<file path="config.mk">
export PLATFORM = sky130hd
export DESIGN_NAME = fetch_sequencer
export DESIGN_NICKNAME = d
export VERILOG_FILES = /design/src/rtl/fetch_sequencer.sv
export SDC_FILE = /design/constraint.sdc
export NUM_CORES = 1
export LEC_CHECK = 0
export BUFFER_PORTS_ARGS = -buffer_cell sky130_fd_sc_hd__buf_2
export CELL_PAD_IN_SITES_DETAIL_PLACEMENT = 0
export CELL_PAD_IN_SITES_GLOBAL_PLACEMENT = 1
export CORE_UTILIZATION = 30
export CTS_BUF_LIST = sky130_fd_sc_hd__clkbuf_2
export DETAILED_ROUTE_END_ITERATION = 8
export PLACE_DENSITY_LB_ADDON = 0.15
export SETUP_SLACK_MARGIN = 0.15
export SYNTH_ARGS = -nofsm -noshare
export SYNTH_HDL_FRONTEND = slang
export SYNTH_SLANG_ARGS = --single-unit
</file>
<file path="constraint.sdc">
create_clock -name clk -period 3.15 [get_ports clk]
set_input_delay 0.1575 -clock clk [delete_from_list [all_inputs] [get_ports clk]]
set_output_delay 0.1575 -clock clk [all_outputs]
set_load 0.05 [all_outputs]
</file>
<file path="src/rtl/fetch_sequencer.sv">
`default_nettype none
// ============================================================================
// Module  : fetch_sequencer
// Purpose : PC owner, variable-latency instruction fetch, one-cycle execute
//           strobe and branch/jump next-PC resolution.
// Revision: 1.0 - initial release
// ============================================================================
module fetch_sequencer #(
    parameter int                 D_WIDTH  = 32,
    parameter logic [D_WIDTH-1:0] RESET_PC = '0
) (
    input  logic               clk,
    input  logic               rst_n,
    input  logic               trigger,
    output logic               imem_req,
    output logic [D_WIDTH-1:0] imem_addr,
    input  logic               imem_valid,
    input  logic [D_WIDTH-1:0] imem_rdata,
    output logic [D_WIDTH-1:0] instr,
    output logic               exec_en,
    input  logic               Branch,
    input  logic               Jump,
    input  logic               JumpReg,
    input  logic [2:0]         funct3,
    input  logic               Zero,
    input  logic               Less,
    input  logic               LessU,
    input  logic [D_WIDTH-1:0] ImmExt,
    input  logic [D_WIDTH-1:0] ALUout,
    output logic [D_WIDTH-1:0] PC_out,
    output logic [D_WIDTH-1:0] inc_PC,
    output logic               misalign,
    output logic [D_WIDTH-1:0] instret
);

    typedef enum logic [1:0] {
        S_IDLE  = 2'd0,
        S_FETCH = 2'd1,
        S_EXEC  = 2'd2,
        S_HALT  = 2'd3
    } state_t;

    localparam logic [D_WIDTH-1:0] c_FOUR   = {{(D_WIDTH-3){1'b0}}, 3'd4};
    localparam logic [D_WIDTH-1:0] c_ONE    = {{(D_WIDTH-1){1'b0}}, 1'b1};

    state_t             r_state;
    state_t             w_state_nxt;
    logic [D_WIDTH-1:0] r_pc;
    logic [D_WIDTH-1:0] r_instr;
    logic [D_WIDTH-1:0] r_instret;
    logic               r_misalign;
    logic               r_exec_en;
    logic               r_imem_req;
    logic               w_taken;
    logic [D_WIDTH-1:0] w_inc_pc;
    logic [D_WIDTH-1:0] w_rel_tgt;
    logic [D_WIDTH-1:0] w_jalr_tgt;
    logic [D_WIDTH-1:0] w_next_pc;
    logic               w_misaligned;

    assign w_inc_pc   = r_pc + c_FOUR;
    assign w_rel_tgt  = r_pc + ImmExt;
    assign w_jalr_tgt = ALUout & ~c_ONE;

    always_comb begin
        w_taken = 1'b0;
        case (funct3)
            3'b000:  w_taken = Zero;
            3'b001:  w_taken = !Zero;
            3'b100:  w_taken = Less;
            3'b101:  w_taken = !Less;
            3'b110:  w_taken = LessU;
            3'b111:  w_taken = !LessU;
            default: w_taken = 1'b0;
        endcase
    end

    always_comb begin
        w_next_pc = w_inc_pc;
        if (JumpReg)
            w_next_pc = w_jalr_tgt;
        else if (Jump)
            w_next_pc = w_rel_tgt;
        else if (Branch && w_taken)
            w_next_pc = w_rel_tgt;
    end

    assign w_misaligned = |w_next_pc[1:0];

    always_comb begin
        w_state_nxt = r_state;
        case (r_state)
            S_IDLE:  if (trigger) w_state_nxt = S_FETCH;
            S_FETCH: if (imem_valid) w_state_nxt = S_EXEC;
            S_EXEC: begin
                if (w_misaligned)
                    w_state_nxt = S_HALT;
                else if (trigger)
                    w_state_nxt = S_FETCH;
                else
                    w_state_nxt = S_IDLE;
            end
            S_HALT:  w_state_nxt = S_HALT;
            default: w_state_nxt = S_IDLE;
        endcase
    end

    // Strobes are registered from the next state so they never glitch on a
    // multi-bit state transition.
    always_ff @(posedge clk or negedge rst_n) begin
        if (!rst_n) begin
            r_state    <= S_IDLE;
            r_exec_en  <= 1'b0;
            r_imem_req <= 1'b0;
        end else begin
            r_state    <= w_state_nxt;
            r_exec_en  <= (w_state_nxt == S_EXEC);
            r_imem_req <= (w_state_nxt == S_FETCH);
        end
    end

    always_ff @(posedge clk or negedge rst_n) begin
        if (!rst_n) begin
            r_pc       <= RESET_PC;
            r_instr    <= '0;
            r_instret  <= '0;
            r_misalign <= 1'b0;
        end else begin
            if (r_state == S_FETCH && imem_valid)
                r_instr <= imem_rdata;
            if (r_state == S_EXEC) begin
                r_instret <= r_instret + c_ONE;
                if (w_misaligned)
                    r_misalign <= 1'b1;
                else
                    r_pc <= w_next_pc;
            end
        end
    end

    assign imem_req  = r_imem_req;
    assign imem_addr = r_pc;
    assign instr     = r_instr;
    assign exec_en   = r_exec_en;
    assign PC_out    = r_pc;
    assign inc_PC    = w_inc_pc;
    assign misalign  = r_misalign;
    assign instret   = r_instret;

endmodule
`default_nettype wire
</file>
; ---- Word level (Yosys, flattened, before mapping)
; Cells that the tools add are included.
[totals]
regBits = 101
latchBits = 0
ramBits = 0
mem_bits_ro = 0
wordCells = 40
memories = 0
[op_classes]
n_addsub = 3
multipliers = 0
div_mod_pow = 0
n_lt_le_gt_ge = 0
n_eq_ne = 10
shift = 0
muxes = 9
n_bitwise = 1
reduce_logical = 10
[op_table]
columns = op, n
row1 = $mux W32, 3
row2 = $add A32 B1 Y32 const B, 1
row3 = $add A32 B3 Y32 const B, 1
row4 = $add A32 B32 Y32, 1
row5 = $eq A3 B3 Y1 const B, 4
row6 = $pmux W2 S4, 1
row7 = $eq A2 B2 Y1 const B, 3
row8 = $mux W2, 3
row9 = $pmux W1 S6, 1
row10 = $eq A2 B1 Y1 const B, 2
row11 = $reduce_and A2 Y1, 2
row12 = $eq A3 B1 Y1 const B, 1
row13 = $logic_not A1 Y1, 3
row14 = $logic_not A3 Y1, 1
row15 = $logic_and A1 B1 Y1, 2
row16 = $logic_not A2 Y1, 1
row17 = $reduce_or A2 Y1, 1
row18 = $mux W1, 1
row19 = $not A1 Y1, 1

; ---- Longest topological paths before layout
[logic_depth]
depth_word = 10
ltp_mapped = 12
depth_no_buf = 12

; ---- Worst setup path after synthesis
; OpenSTA, ideal clock, no wires.
[synth_path]
kind = reg-to-reg
start = register r_pc[2], in the netlist PC_out[2]
end = register r_pc[28], in the netlist PC_out[28]
t_arrival_ps = 3340
t_required_ps = 3082
slack_ps = -257
path_stages_with_launch = 12
n_path_buf = 1
period_less_slack_ps = 3407
cell_sequence = dfrtp_1 ha_1 nand3_1 nor2_1 and4_1 buf_2 and3_1 nand3_1 xnor2_1 a211oi_1 mux2i_1 a22o_1
[synth_via]
elab_chain_cells = 4
word_cells_on_any_way = 5
[synth_lines]
columns = item, line
row1 = start: declaration, 48  ; logic [D_WIDTH-1:0] r_pc;
row2 = start signal: assignment, 136  ; r_pc <= w_next_pc;
row3 = $add A32 B3 Y32, 61  ; assign w_inc_pc = r_pc + c_FOUR;
row4 = net inc_PC[28], 31  ; output logic [D_WIDTH-1:0] inc_PC,
row5 = $mux W32, 84  ; else if (Branch && w_taken)
row6 = $mux W32, 82  ; else if (Jump)
row7 = $mux W32, 80  ; if (JumpReg)
; The timed path passes the listed nets, and every way through them passes these cells.
; A chain may end at the register's enable or synchronous reset.

; ---- Worst setup path in the final report
[layout_path]
start = register r_pc[0], in the netlist PC_out[0]
end = register r_pc[18], in the netlist PC_out[18]
[layout_via]
elab_chain_cells = 7
word_cells_on_any_way = 8
[layout_lines]
columns = item, line
row1 = $add A32 B3 Y32 / $add A32 B32 Y32 (equally long branches), "61, 62"
row2 = $mux W32, 84
row3 = $mux W32 (*), 82
row4 = $mux W32 (*), 80
row5 = $reduce_or A2 Y1, 88  ; assign w_misaligned = |w_next_pc[1:0];
row6 = $not A1 Y1 (no line), --
row7 = $reduce_and A2 Y1 (no line), --
; Every way passes the cells marked *; elsewhere a longest branch is shown, timed or not.

==> impl_metrics.py <==
metrics = {
    "run_status": {
        "status": "finished clean",
    },
    "routing": {
        "wire_per_inst_microns": 17.6,
        "first_pass_iters": 5,
        "drtIter0Drc": 396,
        "num_vias": 6984,
        "routed_wl_mm": 25.1,
        "drc_errors": 0,
        "vias_per_cell": 4.88,
        "ant_nets": 0,
    },
    "setup_path": {
        "worstSetupStartpointType": "flop",
        "endpoint_kind": "flop",
        "crit_required_ns": 3.70,
        "cp_max_fo": 15,
        "path_depth": 10,
        "crit_start": "PC_out[0]",
        "cp_data_arrival_time_ns": 3.43,
        "rrSetupSlack_ns": 0.27,
        "critPathBufInv": 3,
        "r2r_end": "PC_out[18]",
        "slowest_delay_ns": 0.56,
        "crit_slowest_cell": "dlygate4sd3_1",
        "reg2reg_depth": 10,
        "timing.rr.start": "PC_out[0]",
        "crit_type": "reg -> reg",
        "crit_top_cell": "nand3_1",
        "cp_top_family": "buffers and inverters",
        "worstPathCellList": "ha_1 -> inv_1 -> fa_1 -> nor3b_2 -> o31ai_2 -> nor2_2 -> buf_4 -> nand3_1 -> dlygate4sd3_1 -> nand3_1",
    },
    "sta": {
        "min_period_ns": 2.88,
        "timing.slew.headroom": 0.629,
        "worst_slack_ns": 0.271,
        "max_freq_ghz": 0.347,
        "setup_viol": 0,
        "tightest_slew_ns": 0.552,
        "hold_viol_final": 0,
        "slew_violations": 0,
        "rsz0062_at_grt": "true",
        "tns_ns": 0,
        "fin_skew_ns": 0.0568,
        "post-route-period-util": 0.914,
    },
    "cells_and_area": {
        "layout.nets": 1254,
        "drive_gt1_frac": 0.359,
        "final-instance-count-excl-fill": 1430,
        "nFillCells": 2393,
        "syn_to_final_growth_pct": 38.6,
    },
    "floorplan": {
        "initial_core_util": 0.310,
        "fp.dieW_microns": 156,
        "die_h_microns": 156,
        "fp.coreArea_sq_um": 22900,
        "io-pin-count": 272,
        "die_area_sq_um": 24300,
        "rows": 55,
    },
    "place": {
        "hpwl_mm": 18.6,
        "dp_cells": 1327,
        "dp_slack_ns": 0.226,
        "gp_congestion": 0.827,
        "io_buffers": 270,
    },
    "cts": {
        "clock-sinks": 101,
        "clk_latency_ns": 0.66,
        "cts.htree.levels": 3,
        "path_clk_slew_ns": 0.37,
        "cts_root_buffer": "clkbuf_2",
        "cts_buffers": 9,
        "cts.path.max_buffers": 2,
        "cts_tree": "done",
    },
    "yosys": {
        "synthCells": 785,
        "syn_area_sq_um": 7090,
        "yosysSeqAreaShare": 0.356,
        "synth_edf_count": 0,
        "yosysWarnings": 0,
        "async_reset_ff_frac": 1.00,
        "ys_types": 71,
        "syn_avg_cell_area_sq_um": 9.04,
        "syn_nets": 928,
        "ys_ff_latch": 101,
        "synth-main-ff-cell": "dfrtp_1",
    },
    "global_routing": {
        "track_usage": 0.207,
        "grt_max_degree": 39,
        "antenna_found_initial": 1,
        "grt_pass1_vias": 6972,
        "gr-total-overflow": 0,
        "grt_pass1_wl_mm": 39.0,
    },
    "min_path": {
        "worstHoldStart": "ALUout[31]",
        "worstHoldPathCells": 6,
        "worstHoldEndpoint": "PC_out[31]",
        "hold_path.class": "in -> reg",
    },
    "power": {
        "power_density_nw_per_um2": 983,
        "leakagePower_nw": 4.83,
        "ir_worst_vdd_mv": 0.731,
    },
    "flow_run": {
        "drv_cap": 0,
    },
}
-- cell usage after synthesis (4+ instances only) --
cell type / instances / share of area
o21ai_0: 45 / 0.032
xnor2_1: 61 / 0.075
mux2i_1: 11 / 0.016
nor3_1: 12 / 0.0085
o211ai_1: 10 / 0.011
buf_4: 34 / 0.036
and4_1: 7 / 0.0086
nor2b_1: 6 / 0.0053
and3_1: 17 / 0.015
xor2_1: 22 / 0.027
nand2b_1: 6 / 0.0053
a21oi_1: 58 / 0.041
ha_1: 33 / 0.058
nor2_1: 53 / 0.028
nand2_1: 84 / 0.044
inv_1: 11 / 0.0058
buf_2: 7 / 0.0049
o21a_1: 9 / 0.0095
dfrtp_1: 101 / 0.36
nand3_1: 30 / 0.021
a211oi_1: 7 / 0.0074
a21o_1: 18 / 0.019
clkbuf_1: 22 / 0.012
nand4_1: 19 / 0.017
a22oi_1: 4 / 0.0042
mux2_2: 33 / 0.052
-- report_power, final --
group	internal [mW]	switching [mW]
clock	0.146	0.572
sequential	1.69	0.439
combinational	2.05	4.76
total	3.89	5.77
-- registers in the layout, summed over array words and instances, names as in the netlist --
| name | flops |
|---|---|
| PC_out | 32 |
| instr | 32 |
| instret | 32 |
| r_state | 2 |
| exec_en | 1 |
| imem_req | 1 |
| misalign | 1 |
-- per-stage QoR --
step | hold WS, ns | power (mW) | utilization | cell area [sq um]
global route | 0.0440 | 10.2 | 0.429 | 9830
detailed placement | 0.209 | 8.70 | 0.381 | 8740
floorplan | -0.138 | 7.27 | - | 7160
global placement | 0.209 | 8.70 | 0.381 | 8740
CTS | 0.00320 | 9.63 | 0.424 | 9710
finish | 0.0630 | 9.66 | 0.429 | 9830
-- worst register-to-register path, delay by kind of cell, from the launching register on --
kind,cells,cell delay [ns]
adder cells (fa/ha/maj),2,0.63
buffers and inverters,3,0.86
flip-flops,1,0.49
AO/OA/AOI/OAI,1,0.36
AND/OR/NAND/NOR,4,0.48
-- kinds of logic (layout without fill, tap and decap cells) --
logic type,count (synthesis),in the layout,share of synthesized area
and+or+nand+nor,252,252,0.173
AOI/OAI and AO/OA,193,193,0.179
DFF,101,101,0.356
xor gates and xnor gates,83,83,0.102
buffers and inverters,78,409,0.0607
muxes,44,44,0.0679
adders and majority gates,34,34,0.0610
other,0,1,0
-- metal layers --
metal	up-vias	global-route usage	wire, microns	share of wire
met5	-	0	0	0
met4	0	0.0705	447	0.018
met3	22	0.0167	906	0.036
met2	200	0.351	12300	0.49
met1	3320	0.277	11500	0.46
li1	3442	-	-	-
-- cell usage in the layout (no fill, tap or decap), types with 4 or more instances in the layout --
cell type and count:
a211oi_1 7, a21o_1 18, a21oi_1 57, a22oi_1 4, and3_1 15, buf_2 260
buf_4 40, buf_6 6, clkbuf_2 9, dfrtp_1 97, dfrtp_2 4, dlygate4sd3_1 73
ha_1 31, inv_1 11, mux2_2 33, mux2i_1 11, nand2_1 83, nand2b_1 5
nand3_1 30, nand4_1 19, nor2_1 50, nor2b_1 6, nor3_1 11, o211ai_1 10
o21a_1 9, o21ai_0 45, xnor2_1 53, xnor2_2 8, xor2_1 21
-- worst max-delay path by stage --
| stage | end | slack, ns |
|---|---|---|
| after floorplan | PC_out[28] | 0.05 |
| after global placement | PC_out[30] | 0.25 |
| after detailed placement | PC_out[24] | 0.23 |
| after CTS | inc_PC[28] | 0.15 |
| after global routing | inc_PC[29] | 0.06 |
| final | PC_out[18] | 0.27 |
-- timing repair --
action / 4_1_cts / 5_1_grt
hold buffers: 74 / 0
endpoints found under the setup margin: 16 / 17
resized for setup: 21 / 22
setup buffers: 5 / 7
pin swaps: 2 / 6
endpoints found under the hold margin: 142 / 0
-- area by class of cell --
| cell class | count | area [sq um] | area share |
|---|---|---|---|
| antenna | 1 | 2.50 | 0.000255 |
| clock buffer | 9 | 45.0 | 0.00458 |
| clock inverter | 7 | 81.3 | 0.00827 |
| inverter | 11 | 41.3 | 0.00420 |
| multi-input combinational | 606 | 4290 | 0.436 |
| sequential | 101 | 2530 | 0.258 |
| tap | 313 | 392 | 0.0398 |
| timing repair buffer | 382 | 2450 | 0.249 |
Power figures use the tool's default switching activity.
